File: src/rtl/rv_fetch_pkg.sv
// Purpose: shared types for the instruction prefetch path (fault codes, queue entry).
// Latency: n/a (types and constants only).
// Backpressure: n/a.
package rv_fetch_pkg;

    localparam int FETCH_XLEN = 32;
    // Bytes per instruction word; the sequential fetch stride.
    localparam int INST_SIZE  = 4;

    typedef enum logic [1:0] {
        FETCH_OK     = 2'b00,
        FETCH_BUS    = 2'b01,
        FETCH_MALIGN = 2'b10
    } fetch_fault_t;

    typedef struct packed {
        logic [FETCH_XLEN-1:0] pc;
        logic [FETCH_XLEN-1:0] inst;
        fetch_fault_t          fault;
    } fetch_entry_t;

    // True when the address is not on an instruction boundary.
    function automatic logic is_misaligned(input logic [FETCH_XLEN-1:0] addr);
        return (addr & FETCH_XLEN'(INST_SIZE - 1)) != '0;
    endfunction

endpackage

File: src/rtl/fetch_fifo.sv
// Purpose: in-order queue of fetch_entry_t between bus responses and decode.
// Latency: push visible at the head one cycle later; no bypass.
// Backpressure: caller guarantees no push into a full queue (credit-limited); clear wins over pop.
//
// Ports: i_clr empties the queue, and a same-cycle i_push lands as the only entry;
//        o_vld/o_dat present the head, o_count is the occupancy, o_full is for checking.
module fetch_fifo
    import rv_fetch_pkg::*;
#(
    parameter int DEPTH = 4
) (
    input  logic                     clk,
    input  logic                     rst_n,
    input  logic                     i_clr,
    input  logic                     i_push,
    input  fetch_entry_t             i_push_dat,
    input  logic                     i_pop,
    output logic                     o_vld,
    output fetch_entry_t             o_dat,
    output logic [$clog2(DEPTH):0]   o_count,
    output logic                     o_full
);

    localparam int AW = $clog2(DEPTH);

    // Pointers carry one extra wrap bit so full and empty are distinguishable.
    logic [AW:0]  r_wr_ptr;
    logic [AW:0]  r_rd_ptr;
    fetch_entry_t r_mem [DEPTH];

    logic w_empty;
    logic w_do_pop;

    assign w_empty  = (r_wr_ptr == r_rd_ptr);
    assign o_full   = (r_wr_ptr[AW] != r_rd_ptr[AW]) &&
                      (r_wr_ptr[AW-1:0] == r_rd_ptr[AW-1:0]);
    assign w_do_pop = i_pop && !w_empty;

    always_ff @(posedge clk or negedge rst_n) begin
        if (!rst_n) begin
            r_wr_ptr <= '0;
            r_rd_ptr <= '0;
            for (int i = 0; i < DEPTH; i++) begin
                r_mem[i] <= '0;
            end
        end else if (i_clr) begin
            // Restart at slot 0 so a push during clear becomes the sole entry.
            r_rd_ptr <= '0;
            r_wr_ptr <= i_push ? (AW+1)'(1) : '0;
            if (i_push) begin
                r_mem[0] <= i_push_dat;
            end
        end else begin
            if (i_push) begin
                r_mem[r_wr_ptr[AW-1:0]] <= i_push_dat;
                r_wr_ptr <= r_wr_ptr + (AW+1)'(1);
            end
            if (w_do_pop) begin
                r_rd_ptr <= r_rd_ptr + (AW+1)'(1);
            end
        end
    end

    assign o_vld   = !w_empty;
    assign o_dat   = r_mem[r_rd_ptr[AW-1:0]];
    assign o_count = r_wr_ptr - r_rd_ptr;

    // The issue credit rule must make this unreachable.
    a_no_push_when_full : assert property (@(posedge clk) disable iff (!rst_n)
        !(i_push && o_full && !i_clr));

endmodule

File: src/rtl/rv_prefetch_unit.sv
// Purpose: sequential instruction prefetcher with a DEPTH-entry in-order queue and redirect flush.
// Latency: gnt in cycle G -> rvalid >= G+1 -> inst_valid >= one cycle after rvalid; req reasserts the cycle after flush.
// Backpressure: requests stop once queued + outstanding reaches DEPTH; inst_ready low holds the head.
//
// Ports: i_flush/i_flush_pc redirect; i_halt blocks new requests; o_req/o_req_addr/i_gnt request
//        channel; i_rvalid/i_rdata/i_rerr in-order responses; o_inst_* queue head with i_inst_ready
//        pop; o_count queue occupancy.
module rv_prefetch_unit
    import rv_fetch_pkg::*;
#(
    parameter int              XLEN      = 32,
    parameter int              DEPTH     = 4,
    parameter logic [XLEN-1:0] RESET_VEC = '0
) (
    input  logic                   clk,
    input  logic                   rst_n,
    input  logic                   i_flush,
    input  logic [XLEN-1:0]        i_flush_pc,
    input  logic                   i_halt,
    output logic                   o_req,
    output logic [XLEN-1:0]        o_req_addr,
    input  logic                   i_gnt,
    input  logic                   i_rvalid,
    input  logic [XLEN-1:0]        i_rdata,
    input  logic                   i_rerr,
    output logic                   o_inst_valid,
    output logic [XLEN-1:0]        o_inst,
    output logic [XLEN-1:0]        o_inst_pc,
    output logic [1:0]             o_inst_fault,
    input  logic                   i_inst_ready,
    output logic [$clog2(DEPTH):0] o_count
);

    localparam int CW = $clog2(DEPTH) + 1;
    // Stale responses can pile up across back-to-back flushes while new fetches
    // are already issuing, so the discard counter gets generous headroom.
    localparam int DW = CW + 8;

    logic [XLEN-1:0] r_fpc;          // next address to request
    logic [XLEN-1:0] r_rpc;          // pc of the next response that will be kept
    logic [CW-1:0]   r_outstanding;  // granted, not yet returned, current stream
    logic [DW-1:0]   r_discard;      // returns still owed from flushed streams
    logic            r_stop;
    logic            r_req;

    logic            w_gnt;
    logic            w_rsp_drop;
    logic            w_rsp_take;
    logic            w_misalign;
    logic            w_pop;
    logic            w_push;
    fetch_entry_t    w_push_dat;
    fetch_entry_t    w_head;
    logic [CW-1:0]   w_count;
    logic            w_full;

    logic [CW-1:0]   w_outstanding_nxt;
    logic [DW-1:0]   w_discard_nxt;
    logic [CW-1:0]   w_count_nxt;
    logic            w_stop_nxt;
    logic            w_credit_ok;

    assign o_req      = r_req && !i_halt;
    assign o_req_addr = {r_fpc[XLEN-1:2], 2'b00};

    assign w_gnt      = o_req && i_gnt;
    assign w_rsp_drop = i_rvalid && (r_discard != '0);
    assign w_rsp_take = i_rvalid && (r_discard == '0) && (r_outstanding != '0);
    assign w_misalign = i_flush && is_misaligned(i_flush_pc);
    assign w_pop      = o_inst_valid && i_inst_ready && !i_flush;

    // During a flush the only possible push is the misalignment marker; a
    // response in the flush cycle belongs to the old stream and is dropped.
    always_comb begin
        w_push     = w_rsp_take;
        w_push_dat = '{pc: r_rpc, inst: i_rdata, fault: (i_rerr ? FETCH_BUS : FETCH_OK)};
        if (i_flush) begin
            w_push     = w_misalign;
            w_push_dat = '{pc: i_flush_pc, inst: '0, fault: FETCH_MALIGN};
        end
    end

    fetch_fifo #(
        .DEPTH      (DEPTH)
    ) u_fifo (
        .clk        (clk),
        .rst_n      (rst_n),
        .i_clr      (i_flush),
        .i_push     (w_push),
        .i_push_dat (w_push_dat),
        .i_pop      (w_pop),
        .o_vld      (o_inst_valid),
        .o_dat      (w_head),
        .o_count    (w_count),
        .o_full     (w_full)
    );

    assign o_inst       = w_head.inst;
    assign o_inst_pc    = w_head.pc;
    assign o_inst_fault = w_head.fault;
    assign o_count      = w_count;

    always_comb begin
        w_outstanding_nxt = r_outstanding;
        w_discard_nxt     = r_discard;
        w_count_nxt       = w_count;
        w_stop_nxt        = r_stop;
        if (i_flush) begin
            // Everything still owed by the bus, including a grant taken this
            // cycle, is written off; a response this cycle settles one of them.
            w_discard_nxt     = r_discard + DW'(r_outstanding) + DW'(w_gnt)
                              - DW'(w_rsp_drop || w_rsp_take);
            w_outstanding_nxt = '0;
            w_count_nxt       = CW'(w_misalign);
            w_stop_nxt        = w_misalign;
        end else begin
            w_discard_nxt     = r_discard - DW'(w_rsp_drop);
            w_outstanding_nxt = r_outstanding + CW'(w_gnt) - CW'(w_rsp_take);
            w_count_nxt       = w_count + CW'(w_rsp_take) - CW'(w_pop);
            w_stop_nxt        = r_stop || (w_rsp_take && i_rerr);
        end
    end

    // Queue slots are reserved at grant time, so a returning response always fits.
    assign w_credit_ok = ({1'b0, w_count_nxt} + {1'b0, w_outstanding_nxt}) < (CW+1)'(DEPTH);

    always_ff @(posedge clk or negedge rst_n) begin
        if (!rst_n) begin
            r_fpc         <= RESET_VEC;
            r_rpc         <= RESET_VEC;
            r_outstanding <= '0;
            r_discard     <= '0;
            r_stop        <= 1'b0;
            r_req         <= 1'b0;
        end else begin
            r_outstanding <= w_outstanding_nxt;
            r_discard     <= w_discard_nxt;
            r_stop        <= w_stop_nxt;
            r_req         <= !w_stop_nxt && w_credit_ok;
            if (i_flush) begin
                r_fpc <= i_flush_pc;
                r_rpc <= i_flush_pc;
            end else begin
                if (w_gnt) begin
                    r_fpc <= r_fpc + XLEN'(INST_SIZE);
                end
                if (w_rsp_take) begin
                    r_rpc <= r_rpc + XLEN'(INST_SIZE);
                end
            end
        end
    end

    // A response with nothing in flight means the bus and this unit disagree.
    a_rsp_has_owner : assert property (@(posedge clk) disable iff (!rst_n)
        !(i_rvalid && (r_discard == '0) && (r_outstanding == '0)));

endmodule
File: config.mk
export PLATFORM = sky130hd
export DESIGN_NAME = rv_prefetch_unit
export DESIGN_NICKNAME = d
export VERILOG_FILES = /design/src/rtl/rv_fetch_pkg.sv /design/src/rtl/fetch_fifo.sv /design/src/rtl/rv_prefetch_unit.sv
export SDC_FILE = /design/constraint.sdc
export NUM_CORES = 1
export LEC_CHECK = 0
export ABC_AREA = 1
export CORE_AREA = 2 2 273 275
export CTS_CLUSTER_SIZE = 14
export DETAILED_ROUTE_END_ITERATION = 8
export DIE_AREA = 0 0 275 277
export HOLD_SLACK_MARGIN = 0.05
export SLEW_MARGIN = 40
export SYNTH_ARGS = -nofsm -noshare
export SYNTH_HDL_FRONTEND = slang
export SYNTH_HIERARCHICAL = 1
export SYNTH_SLANG_ARGS = --single-unit
File: constraint.sdc
create_clock -name clk -period 2.89 [get_ports clk]
set_input_delay 0.578 -clock clk [delete_from_list [all_inputs] [get_ports clk]]
set_output_delay 0.578 -clock clk [all_outputs]
set_load 0.03 [all_outputs]
* Yosys cells after proc, flatten, opt, wreduce, memory -nomap -nowiden
Index checks and enable logic that the tools add are counted.
Storage, ports and cells: memory bits (read-only) 0, word-level logic and storage cells 94, input port bits 72, bits in writable memories 0, latch bits 0, register bits 350, memories kept 0
Cells by class: reduce and logical (&&, ||, !) cells 27, equal/unequal tests 1, $add $sub $neg 14, bitwise logic cells 3, $lt $le $gt $ge 4, divide/modulo/power cells 0, mux-type cells 25, $mul 0, shift-type cells 0
Operators with widths (count):
- $mux 66 | 6
- $bwmux 264 | 1
- $mux 264 | 1
- $bmux 66 s2 | 1
- $demux 66 s2 | 1
- $mux 32 | 4
- $add 32x3->32 const B | 2
- $reduce_bool 32->1 | 1
- $sub 11x1->11 | 2
- $mux 3 | 6
- $logic_and 1x1->1 | 12
- $add 11x1->11 | 1
- $add 11x3->11 | 1
- $logic_not 11->1 | 1
- $mux 11 | 1
- $reduce_bool 11->1 | 1
- $reduce_bool 2->1 | 4
- $add 3x1->3 | 2
- $add 3x1->3 const B | 2
- $ge 3x3->1 const B | 2
- $not 2->3 | 2
- $sub 3x1->3 | 2
- $add 3x3->4 | 1
- $logic_not 1->1 | 4
- other kinds (9) | 13

* Logic depth before layout (Yosys ltp)
Gate-level depths: netlist of run 1.
depth in word-level cells 9, gate-level depth with buffers 20

* Hierarchy
Netlist of run 1, hierarchy kept.
By module, submodules not included:
- fetch_fifo | cells each 1346, area an instance 11666.2 sq um, instances 1
- rv_prefetch_unit | cells each 1055, area an instance 6540.0 sq um, instances 1

* Worst setup path after synthesis of run 1
Ideal clock, no wire load.
path type reg2reg, start point register u_fifo.r_rd_ptr[1], end point register r_req, path buffers 2, stages on the path, launching flop included 19, clock period less this slack 3.448 ns, data arrival time 3.371 ns, slack -0.558 ns, library setup time 0.077 ns, data required time 2.813 ns, cells stage by stage dfrtp_1 inv_1 buf_2 clkbuf_1 ha_1 nand2_1 inv_1 nand3_1 nand2_1 nor2_1 xnor2_1 ha_1 fa_1 o21ai_0 a21oi_1 ha_1 nor3_1 nand2_1 a21oi_1
On the way: cells in the longest elaborated chain, start to end 9
Ends and longest elaborated chain:
- start, declared | line fetch_fifo.sv:28 | logic [AW:0] r_rd_ptr;
- start signal, assigned | line fetch_fifo.sv:59 | r_rd_ptr <= r_rd_ptr + (AW+1)'(1);
- $eq 3x3->1 | line fetch_fifo.sv:34 | assign w_empty = (r_wr_ptr == r_rd_ptr);
- $logic_not 1->1 | line fetch_fifo.sv:64 | assign o_vld = !w_empty;
- named net o_inst_valid | line rv_prefetch_unit.sv:26 | output logic o_inst_valid,
- $logic_and 1x1->1 (2 in a row) | line rv_prefetch_unit.sv:70 | assign w_pop = o_inst_valid && i_inst_ready && !i_flush;
- named net w_pop | line rv_prefetch_unit.sv:50 | logic w_pop;
- $sub 3x1->3 | line rv_prefetch_unit.sv:119 | w_count_nxt = w_count + CW'(w_rsp_take) - CW'(w_pop);
- $mux 3 | line rv_prefetch_unit.sv:108 | if (i_flush) begin
- $add 3x3->4 | line rv_prefetch_unit.sv:125 | assign w_credit_ok = ({1'b0, w_count_nxt} + {1'b0, w_outstanding_nxt}) < (CW+1)'(DEPTH);
- $lt 4x3->1 | line rv_prefetch_unit.sv:125
- $logic_and 1x1->1 | line rv_prefetch_unit.sv:139 | r_req <= !w_stop_nxt && w_credit_ok;
- end signal, assigned | line rv_prefetch_unit.sv:139
- end, declared | line rv_prefetch_unit.sv:44 | logic r_req;
The timed path passes the listed nets, and every way through them passes these cells. A chain may end at the register's enable or synchronous reset.

* Worst setup path after layout of run 1
start point register u_fifo.r_rd_ptr[0], end point output port o_count[2]
On the way: cells in the longest elaborated chain, start to end 1
Ends and longest elaborated chain:
- $sub 3x3->3 | line fetch_fifo.sv:66 | assign o_count = r_wr_ptr - r_rd_ptr;
- end, declared | line rv_prefetch_unit.sv:31 | output logic [$clog2(DEPTH):0] o_count
Every way passes these cells.

==> run summary, run 1 <==
The final HPWL from detailed placement is between 30 and 40 mm. After detailed routing, the average wire length per cell comes to 16.1 um. The die outline height is 277 um. Data arrives at the worst endpoint at 2.21 ns. The highest layer touched by signal routing is met4. The total power divided by cell area is between 700 and 800 nW/um2.

Clock skew on the completed layout was measured at 0.0158 ns. The initial antenna violation count was 0. Setup repair after global routing could not meet its margin everywhere.

The largest fanout on the critical path is 4. The total count of max-transition violations in the final report came out at 0. The area of the mapped netlist is ~18,000 um2. In this run the clock root is driven by a sky130_fd_sc_hd__clkbuf_16. The number of placed cells counting well taps came out at 3,499. The met2 wire length came out at 25.9 mm.

Traced cell by cell, the critical path runs through ha_1 > fa_1 > xnor2_2 > buf_4 > buf_12. The layout-stage area growth over the synthesis result is 29.1%. In the layout the commonest cells are 601 x sky130_fd_sc_hd__nand2_1, 414 x sky130_fd_sc_hd__o21ai_0, 346 x sky130_fd_sc_hd__dfrtp_1. The CTS clock-pin slew for the worst setup and hold paths is around 0.060 ns. The global-route wire length before repair is slightly below 90 mm. The leakage power total is 11.1 nW. The logic gate share of total power is 30.8%.

The critical path in this run is classified as reg -> out. The final-report setup violation count came out at 0. The maximum operating frequency came out at 359 MHz. The maximum number of pins on one net before global-route repair is 135.

During placement, the flow inserted port buffers numbering roughly 170. The mean area per synthesized cell is 7.58 um2. The number of vias after detailed routing is 16.4k. The run finished with clean final reports. The sum of negative setup slack came out at 0 ns. The share of power burned in the clock network is 32.0%. The global routing usage summed across all routing layers came out at 14.7%. After the flow finishes, the layout carries non-filler instances totaling 3,583. For this run, the share of the core covered by cells in the final layout is 31.9%. The via count of the first global-routing pass is 15.8k. The number of top-level design ports came out at 175.

For this block, the initial DRC count from the detailed router was 1,145. TritonCTS built the clock tree. The fraction of power consumed by sequential logic is 37.2%.

The post-synthesis cell count is 2,400. The first detailed-routing pass took 5 iterations. Broken down by cell family, the worst path's largest delay share belongs to adder cells. In this design, the stage delay of the slowest critical-path cell is 0.55 ns.

The final critical delay including setup and external delays is 2.79 ns. The number of buffers on the longest clock path is 3. The TritonCTS buffer count came out at 43.

Yosys printed 6 warnings. Summed over all layers, the routed wires come to just under 60 mm. The chip width came out at 275 um. The internal portion of the total power is roughly 11 mW. Clock tree synthesis found a total of 348 sinks.

The amount of wire on met3 after detailed routing came out at 3.35 mm. The number of DRC violations after detailed routing is 0. The worst slew margin relative to its limit came out at 56.5%. At the end of the flow, the number of nets in the layout was 2,693. After floorplanning, the core was sized to cover approximately 74,000 um2. STA classifies the critical path endpoint as an output pin. The worst setup path is launched from a flip-flop. The overall die area came out at 76,200 um2.

For this design the total switching power over the nets is 6.00 mW. The final weighted congestion in routability-driven placement came out at a little over 0.8. The average via count per standard cell is 4.57. The critical path data required time is 2.31 ns. Leaving out fill and tap cells, the most frequent cell in the layout is sky130_fd_sc_hd__nand2_1. The initial core utilization came out at around 25%. The path class of the tightest hold or removal check is reg -> reg. The slew at the pin closest to its max-slew limit came out at approximately 0.65 ns. The tool flagged a number of max-cap violations equal to 0. The total count of hold-check failures in the final report is 0. The number of core rows is 100. The remaining global-route overflow is 0. The worst-case vdd ir drop came out at 0.478 mV.

The number of nets with antenna violations after routing came out at 0. The net switching share of the total power is 34.4%. The share of the clock period used by the worst path is 96.4%.

The deepest level of the CTS H-tree came out at 2. For this block, wires on met1 add up to around 27 mm. The slowest stage of the critical path belongs to the cell sky130_fd_sc_hd__dfrtp_4. The worst-skew pair later-pin latency came out at approximately 0.57 ns. The share of final-layout standard cells stronger than drive strength 1 came out at between 10 and 15%.

The combined buffer and inverter count along the critical path is 2.
[routing by layer]
layer  global-route usage, %  up-vias
met2                    23.1      412
li1                        -     8117
met1                    20.5     7769
met4                    4.27        0
met5                       0        -
met3                    2.69       87
[per-stage QoR]
step / power (mW) / setup WS, ns / hold WS, ns / area [um2]
after floorplan: 9.52 / 0.0187 / 0.282 / 18200
after global placement: 11.7 / -0.309 / 0.451 / 21800
after detailed placement: 11.7 / -0.329 / 0.459 / 21800
after CTS: 17.5 / 0.00536 / 0.472 / 23400
after global routing: 18.6 / -0.115 / 0.495 / 23500
final: 17.4 / 0.104 / 0.469 / 23500
[sequential cells by signal, indices dropped and copies added (netlist names)]
signal and cells:
u_fifo/r_rd_ptr 3, r_fpc 30, u_fifo/r_mem 264, u_fifo/r_wr_ptr 3, r_outstanding 3, r_rpc 32, r_stop 1, r_req 1
r_discard 11
[power by group through the flow]
stage | sequential, mW | combinational (mW) | clock (mW)
6_report | 6.49 | 5.38 | 5.57
5_1_grt | 6.62 | 6.05 | 5.94
4_1_cts | 6.47 | 5.28 | 5.75
3_5_place_dp | 6.54 | 5.21 | 0
3_3_place_gp | 6.52 | 5.15 | 0
2_1_floorplan | 6.49 | 3.02 | 0
[worst reg2reg max path: cells and delay by family (launching register included)]
kind	cells	cell delay (ns)
AOI/OAI and AO/OA	1	0.10
xor gates and xnor gates	1	0.13
adders and majority gates	4	1.09
buffers and inverters	5	0.48
DFF	1	0.39
and+or+nand+nor	7	0.54
[worst paths after layout]
| path | startpoint | end | slack, ns | cells past startpoint |
|---|---|---|---|---|
| min in group asynchronous | rst_n | u_fifo/r_mem[99] | 0.61 | 2 |
| hold / removal | r_rpc[0] | r_rpc[0] | 0.47 | 2 |
| hold reg to reg | r_rpc[0] | r_rpc[0] | 0.47 | 2 |
| setup reg to reg | r_discard[9] | r_req | 0.11 | 18 |
| setup / recovery | u_fifo/r_rd_ptr[0] | o_count[2] | 0.10 | 5 |
| max in group asynchronous | rst_n | u_fifo/r_mem[135] | 1.47 | 3 |
[layout make-up]
type / count / area [um2]
fillers: 7794 / 50100
flip-flops and latches: 348 / 8710
multi-input cells: 1663 / 8080
repair buffers: 260 / 3030
well taps: 969 / 1210
clock buffers: 58 / 1200
inverters: 264 / 996
clock inverters: 20 / 253
diodes: 1 / 2.50
[repair_timing]
| action | CTS | global route |
|---|---|---|
| setup endpoints to repair | 14 | 27 |
| pin swaps | 0 | 12 |
| cloned | 1 | 2 |
| buffers inserted | 0 | 1 |
| resized for setup | 13 | 26 |
| endpoints found under the hold margin | 59 | 0 |
| hold buffers | 1 | 0 |
Power figures use the tool's default switching activity.
==> run 2, diff against run 1 <==
--- a/config.mk
+++ b/config.mk
@@ -14,5 +14,5 @@
 export SLEW_MARGIN = 40
 export SYNTH_ARGS = -nofsm -noshare
 export SYNTH_HDL_FRONTEND = slang
-export SYNTH_HIERARCHICAL = 1
 export SYNTH_SLANG_ARGS = --single-unit
+export TNS_END_PERCENT = 20
==> run summary, run 2 <==
The net switching share of the total power came out at 34.7%. In this run, synthesis inferred 0 flip-flops with an integrated enable. The xor-xnor portion of the synthesized cell area is under 10%. The number of DRC violations after detailed routing is 0. The overall die area came out at 76,200 um2. The worst slew margin relative to its limit came out at 58.9%. The most instantiated flip-flop cell in the synthesis netlist is sky130_fd_sc_hd__dfrtp_1. The critical register-to-register path startpoint is u_fifo.r_rd_ptr[0].

Synthesis inferred around 350 register bits. The data arrival at the endpoint of the critical path is 2.27 ns. The library cells used most frequently in the layout, excluding fill and tap cells, are 648 x sky130_fd_sc_hd__nand2_1, 346 x sky130_fd_sc_hd__dfrtp_1, 328 x sky130_fd_sc_hd__o21ai_0. The final-report setup violation count is 0. The library cell used most frequently in the layout, excluding fill and tap cells, is sky130_fd_sc_hd__nand2_1. The critical path startpoint is u_fifo.r_rd_ptr[0]. The design internal power is 11.0 mW. The largest fanout on the critical path came out at 10.

The biggest area consumer among synthesized cells is sky130_fd_sc_hd__dfrtp_1. The run finished with clean final reports. Clock-pin slew was measured on the worst setup and hold paths at 0.06 ns. The worst hold path startpoint is i_flush.

The number of nets with antenna violations after routing came out at 0. In this run the worst hold path is classified as in -> reg. The detailed router finished its first iteration with 1,362 violations.

The logic gate share of total power came out at 34.0%. The slew at the pin closest to its max-slew limit came out at 0.610 ns. In this run the power density over the cells is around 710 nW/um2. The share of final-layout standard cells stronger than drive strength 1 came out at 12.2%. The deepest level of the CTS H-tree is 2. sky130_fd_sc_hd__nand2_1 is the most common cell in the netlist. The share of synthesized cell area in and, or, nand and nor gates came out at 23.5%. The floorplan has 100 rows.

Grouping stages by cell kind, the critical path spends the most delay in buffers and inverters. The total count of max-transition violations in the final report came out at 0. Once detailed placement completed, the half-perimeter wirelength came to 39.7 mm. The global-route wire length before repair came out at 94.0 mm. Between clock sinks in the finished design, the worst skew comes to 0.0289 ns. The critical path data required time is 2.31 ns. The synthesized-area fraction occupied by adder cells came out at 3.03%. Compared with the post-synthesis result, the final layout area differs by 31.1%. The CTS root buffer is sky130_fd_sc_hd__clkbuf_16.

The top cell type by area accounts for between 40% and 50% of the synthesized area. The floorplan step set the die width to 275 um. Summing all multi-input logic gate instances after layout gives a little over 8000 um2. The maximum number of pins on one net before global-route repair is 79.

For the final routed database, the setup TNS stands at 0 ns. The post-place setup slack is -0.450 ns. The share of power burned in the clock network is between 30% and 40%. The final critical delay including setup and external delays came out at 2.85 ns. Static timing analysis puts the maximum clock frequency at 351 MHz. In this run the deepest clock path goes through 3 buffers.

The register with the most flip-flops in the layout has 264 of them. The die outline height is 277 um. The final weighted congestion in routability-driven placement came out at 0.886. After detailed routing, the average wire length per cell comes to 16.7 um.

Synthesis instantiated 43 different standard cells from the library. In the global route stage, overall resource usage came out at between 10% and 20%. The number of vias after detailed routing is roughly 17k.

The number of top-level design ports came out at 175. Averaged over all synthesized cells, the footprint is 7.59 um2. The final setup slack of the worst path came out at 0.0411 ns.

Across the run, the number of max-cap violations was 0. In the final design database the tool counted 2,704 nets. The first detailed-routing pass took 5 iterations. Dividing the final minimum period by the clock period gives 98.6%. CTS saw roughly 350 sinks. The Yosys warning count came out at 0.

In the final layout, the registers with the most flip-flops are u_fifo.r_mem x264, r_rpc x32, r_fpc x30. The total overflow left after global routing is 0. The critical path is of the reg -> out type. After synthesis, the largest family of logic cells by area is simple AND/OR/NAND/NOR gates. The clock reaches the later pin of the worst-skew pair after 0.59 ns. The area of the mapped netlist is approximately 18,000 um2. The commonest cells after synthesis are 649 x sky130_fd_sc_hd__nand2_1, 348 x sky130_fd_sc_hd__dfrtp_1, 332 x sky130_fd_sc_hd__o21ai_0. Buffers placed on the I/O ports in this run total 172. After synthesis, the cell types taking the most area are sky130_fd_sc_hd__dfrtp_1 48%, sky130_fd_sc_hd__nand2_1 13%, sky130_fd_sc_hd__o21ai_0 9.1%. The total core area is 73,600 um2.

The leakage power total came out at 11.2 nW. Among all stages on the critical path, the largest delay is contributed by sky130_fd_sc_hd__dfrtp_4. The startpoint type of the worst setup path is a flip-flop. The initial core utilization came out at 24.7%. The TritonCTS clock tree is yes. The delay of the slowest critical-path stage came out at 0.52 ns. The TritonCTS buffer count came out at 42. The routed wire length is roughly 60 mm. Across the whole layout, storage elements account for 8710 um2. The total count of hold-check failures in the final report is 0. The initial antenna violation count is 1.

Counting the fill cells in the layout gives between 7k and 8k. More flip-flops sit in one register than any other, and that register is u_fifo.r_mem. The via count of the first global-routing pass was roughly 16k. The fraction of power consumed by sequential logic is 32.1%.

The average via count per standard cell came out at 4.65. The worst-case vdd ir drop is 0.422 mV. For this run, asynchronously set or reset flops after synthesis account for between 90% and 100%. Setup repair after global routing could not meet its margin everywhere. The sequential element share of the synthesized area is 47.9%. The portion of synthesized area spent on multiplexers is 0%. The critical path goes through buf_16 > clkinv_8 > buf_12 > buf_4 > o21ai_0 > o22ai_1 > buf_4 > buf_12. Summing the areas of all compound-gate instances in the mapped netlist gives 15.8% of the synthesized area. The post-synthesis cell count came out at about 2.4k. The combined buffer and inverter count along the critical path came out at 6. The analysis attributes to net switching a power of 5.84 mW. STA classifies the critical path endpoint as an output pin. 0 antenna diodes ended up in the layout.
run 2: worst paths after layout:
path	slack (ns)	depth (start not counted)	endpoint
setup / recovery	0.04	8	o_inst_pc[21]
hold / removal	0.44	5	u_fifo.r_rd_ptr[0]
setup reg to reg	0.07	16	r_req
hold reg to reg	0.47	2	u_fifo.r_mem[34]
max in group asynchronous	1.59	3	u_fifo.r_rd_ptr[0]
min in group asynchronous	0.50	2	u_fifo.r_mem[210]
run 2: cell type report:
| type | instances | share of cell area, % |
|---|---|---|
| sequential | 348 | 36.5 |
| multi-input combinational | 1660 | 34.4 |
| timing repair buffer | 272 | 13.5 |
| tap | 969 | 5.08 |
| clock buffer | 56 | 5.04 |
| inverter | 267 | 4.26 |
| clock inverter | 19 | 1.19 |
run 2: metal layers:
layer,global-route usage (%),share of wire (%),up-vias
met4,3.99,1.8,2
met3,2.59,6.1,66
li1,-,-,8119
met1,21.9,46,8047
met5,0,0.018,-
met2,25.1,46,478
run 2: power groups by stage:
| stage | Clock [mW] | Sequential [mW] | Combinational, mW |
|---|---|---|---|
| final | 5.70 | 5.40 | 5.72 |
| after global routing | 6.06 | 5.44 | 6.29 |
| after CTS | 5.86 | 5.39 | 5.64 |
| after detailed placement | 0 | 5.47 | 5.42 |
| after global placement | 0 | 5.47 | 5.41 |
| after floorplan | 0 | 5.52 | 2.80 |
run 2: cell families (layout without fill, tap and decap cells):
kind of cell / after synthesis / after routing
and+or+nand+nor: 1061 / 1061
adders and majority gates: 41 / 41
xor gates and xnor gates: 21 / 21
DFF: 348 / 348
other: 1 / 2
AOI/OAI and AO/OA: 535 / 535
buffers and inverters: 390 / 614
run 2: worst min-delay path, cell delays in order:
cell	delay, ns
sky130_fd_sc_hd__buf_4	0.12
sky130_fd_sc_hd__nor2_4	0.04
sky130_fd_sc_hd__buf_4	0.13
sky130_fd_sc_hd__nand2_1	0.05
sky130_fd_sc_hd__o21ai_0	0.06
run 2: repair_timing:
action                                  4_1_cts  5_1_grt
pin swaps                                     5        6
endpoints found under the setup margin       69       33
hold buffers                                  1        0
endpoints found under the hold margin        36        0
setup buffers                                 5        3
resized for setup                            29       31
cloned                                        3        0
run 2: per-stage QoR:
step / util (%) / hold slack [ns] / instance area, um2 / instances / power [mW]
finish: 32.4 / 0.439 / 23900 / 3591 / 16.8
global route: 32.4 / 0.443 / 23900 / 3591 / 17.8
CTS: 32.2 / 0.406 / 23700 / 3588 / 16.9
detailed placement: 29.8 / 0.452 / 21900 / 3504 / 10.9
global placement: 29.8 / 0.449 / 21900 / 3504 / 10.9
floorplan: - / 0.282 / 18300 / 2398 / 8.32
==> variant 1: new RTL, config.mk and constraints of run 2 <==
Register the output `o_count`, with the module's reset; this adds one clock of latency there. The other outputs are not delayed to match.
--- a/src/rtl/rv_prefetch_unit.sv
+++ b/src/rtl/rv_prefetch_unit.sv
@@ -36,4 +36,6 @@
     // are already issuing, so the discard counter gets generous headroom.
     localparam int DW = CW + 8;
+
+    logic [$clog2(DEPTH):0] o_count_d;
 
     logic [XLEN-1:0] r_fpc;          // next address to request
@@ -99,5 +101,5 @@
     assign o_inst_pc    = w_head.pc;
     assign o_inst_fault = w_head.fault;
-    assign o_count      = w_count;
+    assign o_count_d    = w_count;
 
     always_comb begin
@@ -156,3 +158,11 @@
         !(i_rvalid && (r_discard == '0) && (r_outstanding == '0)));
 
+    always_ff @(posedge clk or negedge rst_n) begin
+        if (!rst_n) begin
+            o_count <= '0;
+        end else begin
+            o_count <= o_count_d;
+        end
+    end
+
 endmodule
Check against the original RTL: not equivalent (a bounded check fails within 4 cycles, from zero or initial values and one cycle with rst_n low).
==> variant 1 against run 2 <==
The run now ends with setup timing left. Register-to-register slack got worse by 0.07 ns. Die area did not move. Sequential power rose by 1%. Sequential cell count rose by 3. Combinational power rose by 2%. Routed wire length rose by 2.7%. Setup slack got worse by 0.043 ns. Power rose by 0.99%. Global-route usage rose by 0.31 points. Fmax fell by 1.5%. Design area rose by 1.2%. Clock skew fell by 0.0033 ns. Area after synthesis rose by 0.52%. Critical path type is now flip-flop to flip-flop.
==> variant 1: results <==
group,metric,value,unit
status,status,"finished with violations",
status,violations,"setup timing",
synthesis,syn_inst,2400,
placed_design,hpwlAfterDp,39600,microns
pwr,power.total,17000,uW
hold_path,min_to,"u_fifo.r_rd_ptr[0]",
global_routing,grt_pass1_vias,16100,
worst_setup_path,crit_path_start,"r_discard[8]",
cells_and_area,clkCellAreaFrac,6.07,%
cells_and_area,clock_buffer_count,59,
worst_setup_path,slowest_stage,"dfrtp_1",
timing,setup_viol,1,
pwr,p_comb_share,34.4,%
global_routing,grt_start_max_net_pins,100,
cells_and_area,buf_share,13.8,%
pwr,p_int,11100,uW
synthesis,synth_commonest_cells,"649 x nand2_1, 351 x dfrtp_1, 337 x o21ai_0, 262 x inv_1, 251 x nor2_1",
cells_and_area,seq_share,36.4,%
drt,num_vias,16800,
clock_tree,postCtsHoldBufs,1,
cells_and_area,nonClockBufferCount,277,
synthesis,synthTopCellsByArea,"dfrtp_1 48%, nand2_1 13%, o21ai_0 9.2%, inv_1 5.4%, nor2_1 5.2%",
synthesis,yosysSeqAreaShare,48.0,%
timing,whs,0.428,ns
timing,worst_pin_slew,0.817,ns
worst_setup_path,worstPathMaxFanout,3,
cells_and_area,num-fill-cells,7759,
worst_setup_path,path_delay_family,"adder cells",
placed_design,gp_congestion,0.906,
placed_design,dp.cells,3506,
cells_and_area,stdcell_count,3599,
drt,dr.pass1.iters,6,
pwr,power.leakage,0.0113,uW
cells_and_area,drive_gt1_share,12.7,%
clock_tree,cts_setup_buffers,4,
placed_design,pre_cts_ws,-0.393,ns
synthesis,post_synth_num_cell_types,43,
global_routing,grt_use_total,16.0,%
pwr,p_clk_share,33.5,%
pwr,peakVddDrop,0.000345,V
worst_setup_path,max_stage_delay,0.39,ns
worst_setup_path,cp_data_arrival_time,3.40,ns
global_routing,grt_pass1_wl,95000,microns
placed_design,placed_cell_area,0.0219,sq mm
clock_tree,cts_max_path_buffers,3,
clock_tree,cts_resized,71,
timing,worst_slack,-0.00171,ns
cells_and_area,multi_input_area,0.00832,sq mm
synthesis,synthAdderAreaFrac,3.01,%
synthesis,synth-compound-area-share,15.6,%
cells_and_area,fin_nets,2711,
timing,setup_tns,-0.00171,ns
cells_and_area,multi_input_area_share,34.5,%
[variant 1: cell count changes in the layout (fill, tap and decap cells not counted), moves of 3 or more]
cell	run 2	this run
clkbuf_1	4	8
o22ai_2	23	43
clkdlybuf4s50_1	100	103
dfrtp_1	346	349
o22ai_1	46	26
o21ai_1	65	75
buf_16	1	4
buf_4	98	94
o21ai_2	9	1
[variant 1: worst reg2reg max path: stages (launching register included)]
cell and delay, ns:
dfrtp_1 0.39, inv_2 0.09, ha_4 0.14, nand4_1 0.18, nor2_4 0.19, buf_6 0.12
nand2_4 0.04, buf_4 0.14, nand2_1 0.05, nand2_1 0.05, ha_1 0.19, fa_1 0.37
xor2_1 0.17, nor2_1 0.13, ha_1 0.26, nor3_2 0.15, nand2_1 0.06, a21oi_1 0.10
[variant 1: layer usage]
metal / routed length [microns] / global-route usage (%) / vias to the layer above
met4: 1160 / 3.85 / 2
li1: - / - / 8148
met2: 27900 / 25.0 / 520
met3: 4530 / 3.16 / 69
met5: 10 / 0 / -
met1: 28200 / 22.5 / 8099
==> variant 2: new RTL, settings of run 2 <==
Without the edit above. Make the reset (`rst_n`) synchronous in 2 clocked blocks.
--- a/src/rtl/fetch_fifo.sv
+++ b/src/rtl/fetch_fifo.sv
@@ -37,5 +37,5 @@
     assign w_do_pop = i_pop && !w_empty;
 
-    always_ff @(posedge clk or negedge rst_n) begin
+    always_ff @(posedge clk) begin
         if (!rst_n) begin
             r_wr_ptr <= '0;
--- a/src/rtl/rv_prefetch_unit.sv
+++ b/src/rtl/rv_prefetch_unit.sv
@@ -125,5 +125,5 @@
     assign w_credit_ok = ({1'b0, w_count_nxt} + {1'b0, w_outstanding_nxt}) < (CW+1)'(DEPTH);
 
-    always_ff @(posedge clk or negedge rst_n) begin
+    always_ff @(posedge clk) begin
         if (!rst_n) begin
             r_fpc         <= RESET_VEC;
Function: differs if rst_n is asserted again (counterexample within 4 cycles, from zero or initial values and one cycle with rst_n low); with rst_n held inactive, the same outputs for 4 cycles.
==> variant 2 against run 2 <==
First-iteration DRC count decreased by 7.5%. Core utilization fell by 0.90 points. Setup slack got worse by 0.036 ns. Cell count decreased by 5.0%. Power shrank 14%. Highest routed layer is now met4. Area after synthesis shrank 0.60%. Clock skew decreased by 0.0022 ns. Clock power decreased by 5.1%. Register-to-register slack lost 0.06 ns. Design area shrank 2.8%. Die area did not move. Routed wire length shrank 6.6%. Sequential cell count increased by 2.
==> variant 2: results <==
group,metric,value,unit
clock_tree,numCtsBuffers,43,
synthesis,syn_inst,2181,
cells_and_area,clkCellAreaFrac,6.01,%
pwr,p_seq,5860,uW
placed_design,dp.cells,3329,
cells_and_area,stdcell_count,3411,
cells_and_area,multi_input_area,0.00709,sq mm
global_routing,grt_start_max_net_pins,83,
synthesis,yosysSeqAreaShare,53.4,%
cells_and_area,clock_buffer_count,57,
worst_setup_path,worstPathMaxFanout,3,
cells_and_area,drive_gt1_share,13.1,%
cells_and_area,nonClockBufferCount,285,
synthesis,synthTopCellsByArea,"edfxtp_1 44%, dfxtp_1 9.5%, nor2_1 9.0%, nand2_1 8.2%, o21ai_0 5.9%",
pwr,p_sw_share,30.1,%
global_routing,grt_use_total,14.6,%
worst_setup_path,cp_data_arrival_time,3.39,ns
cells_and_area,buf_share,12.0,%
synthesis,synth_enable_flop_cells,264,
placed_design,hpwlAfterDp,38400,microns
pwr,power.leakage,0.00967,uW
global_routing,antenna_found_initial,0,
timing,worst_pin_slew,0.799,ns
placed_design,pre_cts_ws,-0.522,ns
cells_and_area,num-fill-cells,7750,
placed_design,placed_cell_area,0.0216,sq mm
synthesis,synthXorXnorAreaFrac,1.16,%
cells_and_area,syn2layout_area_growth,28.3,%
hold_path,worstHoldPathType,"flip-flop to flip-flop",
worst_setup_path,slowest_stage,"fa_2",
status,status,"finished clean",
cells_and_area,seqCellArea,0.00966,sq mm
## variant 2: cell count changes in the layout (fill, tap and decap cells not counted), sizes merged, moves of 11 or more
cell / change
dfxtp: +86
nand3: -13
nand2: -259
edfxtp: +264
o211ai: -16
dfrtp: -348
dlygate4sd2: +13
a31oi: +11
nor2: +219
inv: +14
o21ai: -189
a21oi: +39
## variant 2: routing by layer
| layer | track usage [%] | vias to the layer above | wire (microns) |
|---|---|---|---|
| li1 | - | 7616 | - |
| met1 | 19.5 | 7175 | 24700 |
| met5 | 0 | - | 0 |
| met3 | 2.91 | 70 | 3700 |
| met4 | 3.62 | 0 | 1090 |
| met2 | 24.2 | 398 | 26600 |
## variant 2: path summary, 6_finish.rpt
path                      start       end  slack, ns  cells after the start
max          u_fifo.r_rd_ptr[1]     r_req      0.005                     17
min                    r_rpc[3]  r_rpc[3]       0.55                      2
max reg2reg  u_fifo.r_rd_ptr[1]     r_req      0.005                     17
min reg2reg            r_rpc[3]  r_rpc[3]       0.55                      2
## variant 2: critical path, delay by kind of cell, from the launching register on
family                   cells  cell delay, ns
XOR/XNOR                     1            0.21
adder cells (fa/ha/maj)      5            1.19
AND/OR/NAND/NOR              6            0.75
buffers and inverters        3            0.13
AO/OA/AOI/OAI                2            0.22
flip-flops                   1            0.33
## variant 2: kinds of logic (layout without fill, tap and decap cells)
kind of cell | after synthesis | count (layout)
xor gates and xnor gates | 24 | 24
and+or+nand+nor | 999 | 999
other | 1 | 4
AOI/OAI and AO/OA | 381 | 381
DFF | 350 | 350
buffers and inverters | 387 | 645
adders and majority gates | 39 | 39
## variant 2: timing repair
action	CTS	global route
setup endpoints to repair	22	13
resized for setup	22	39
buffers inserted	0	4
pin swaps	1	15
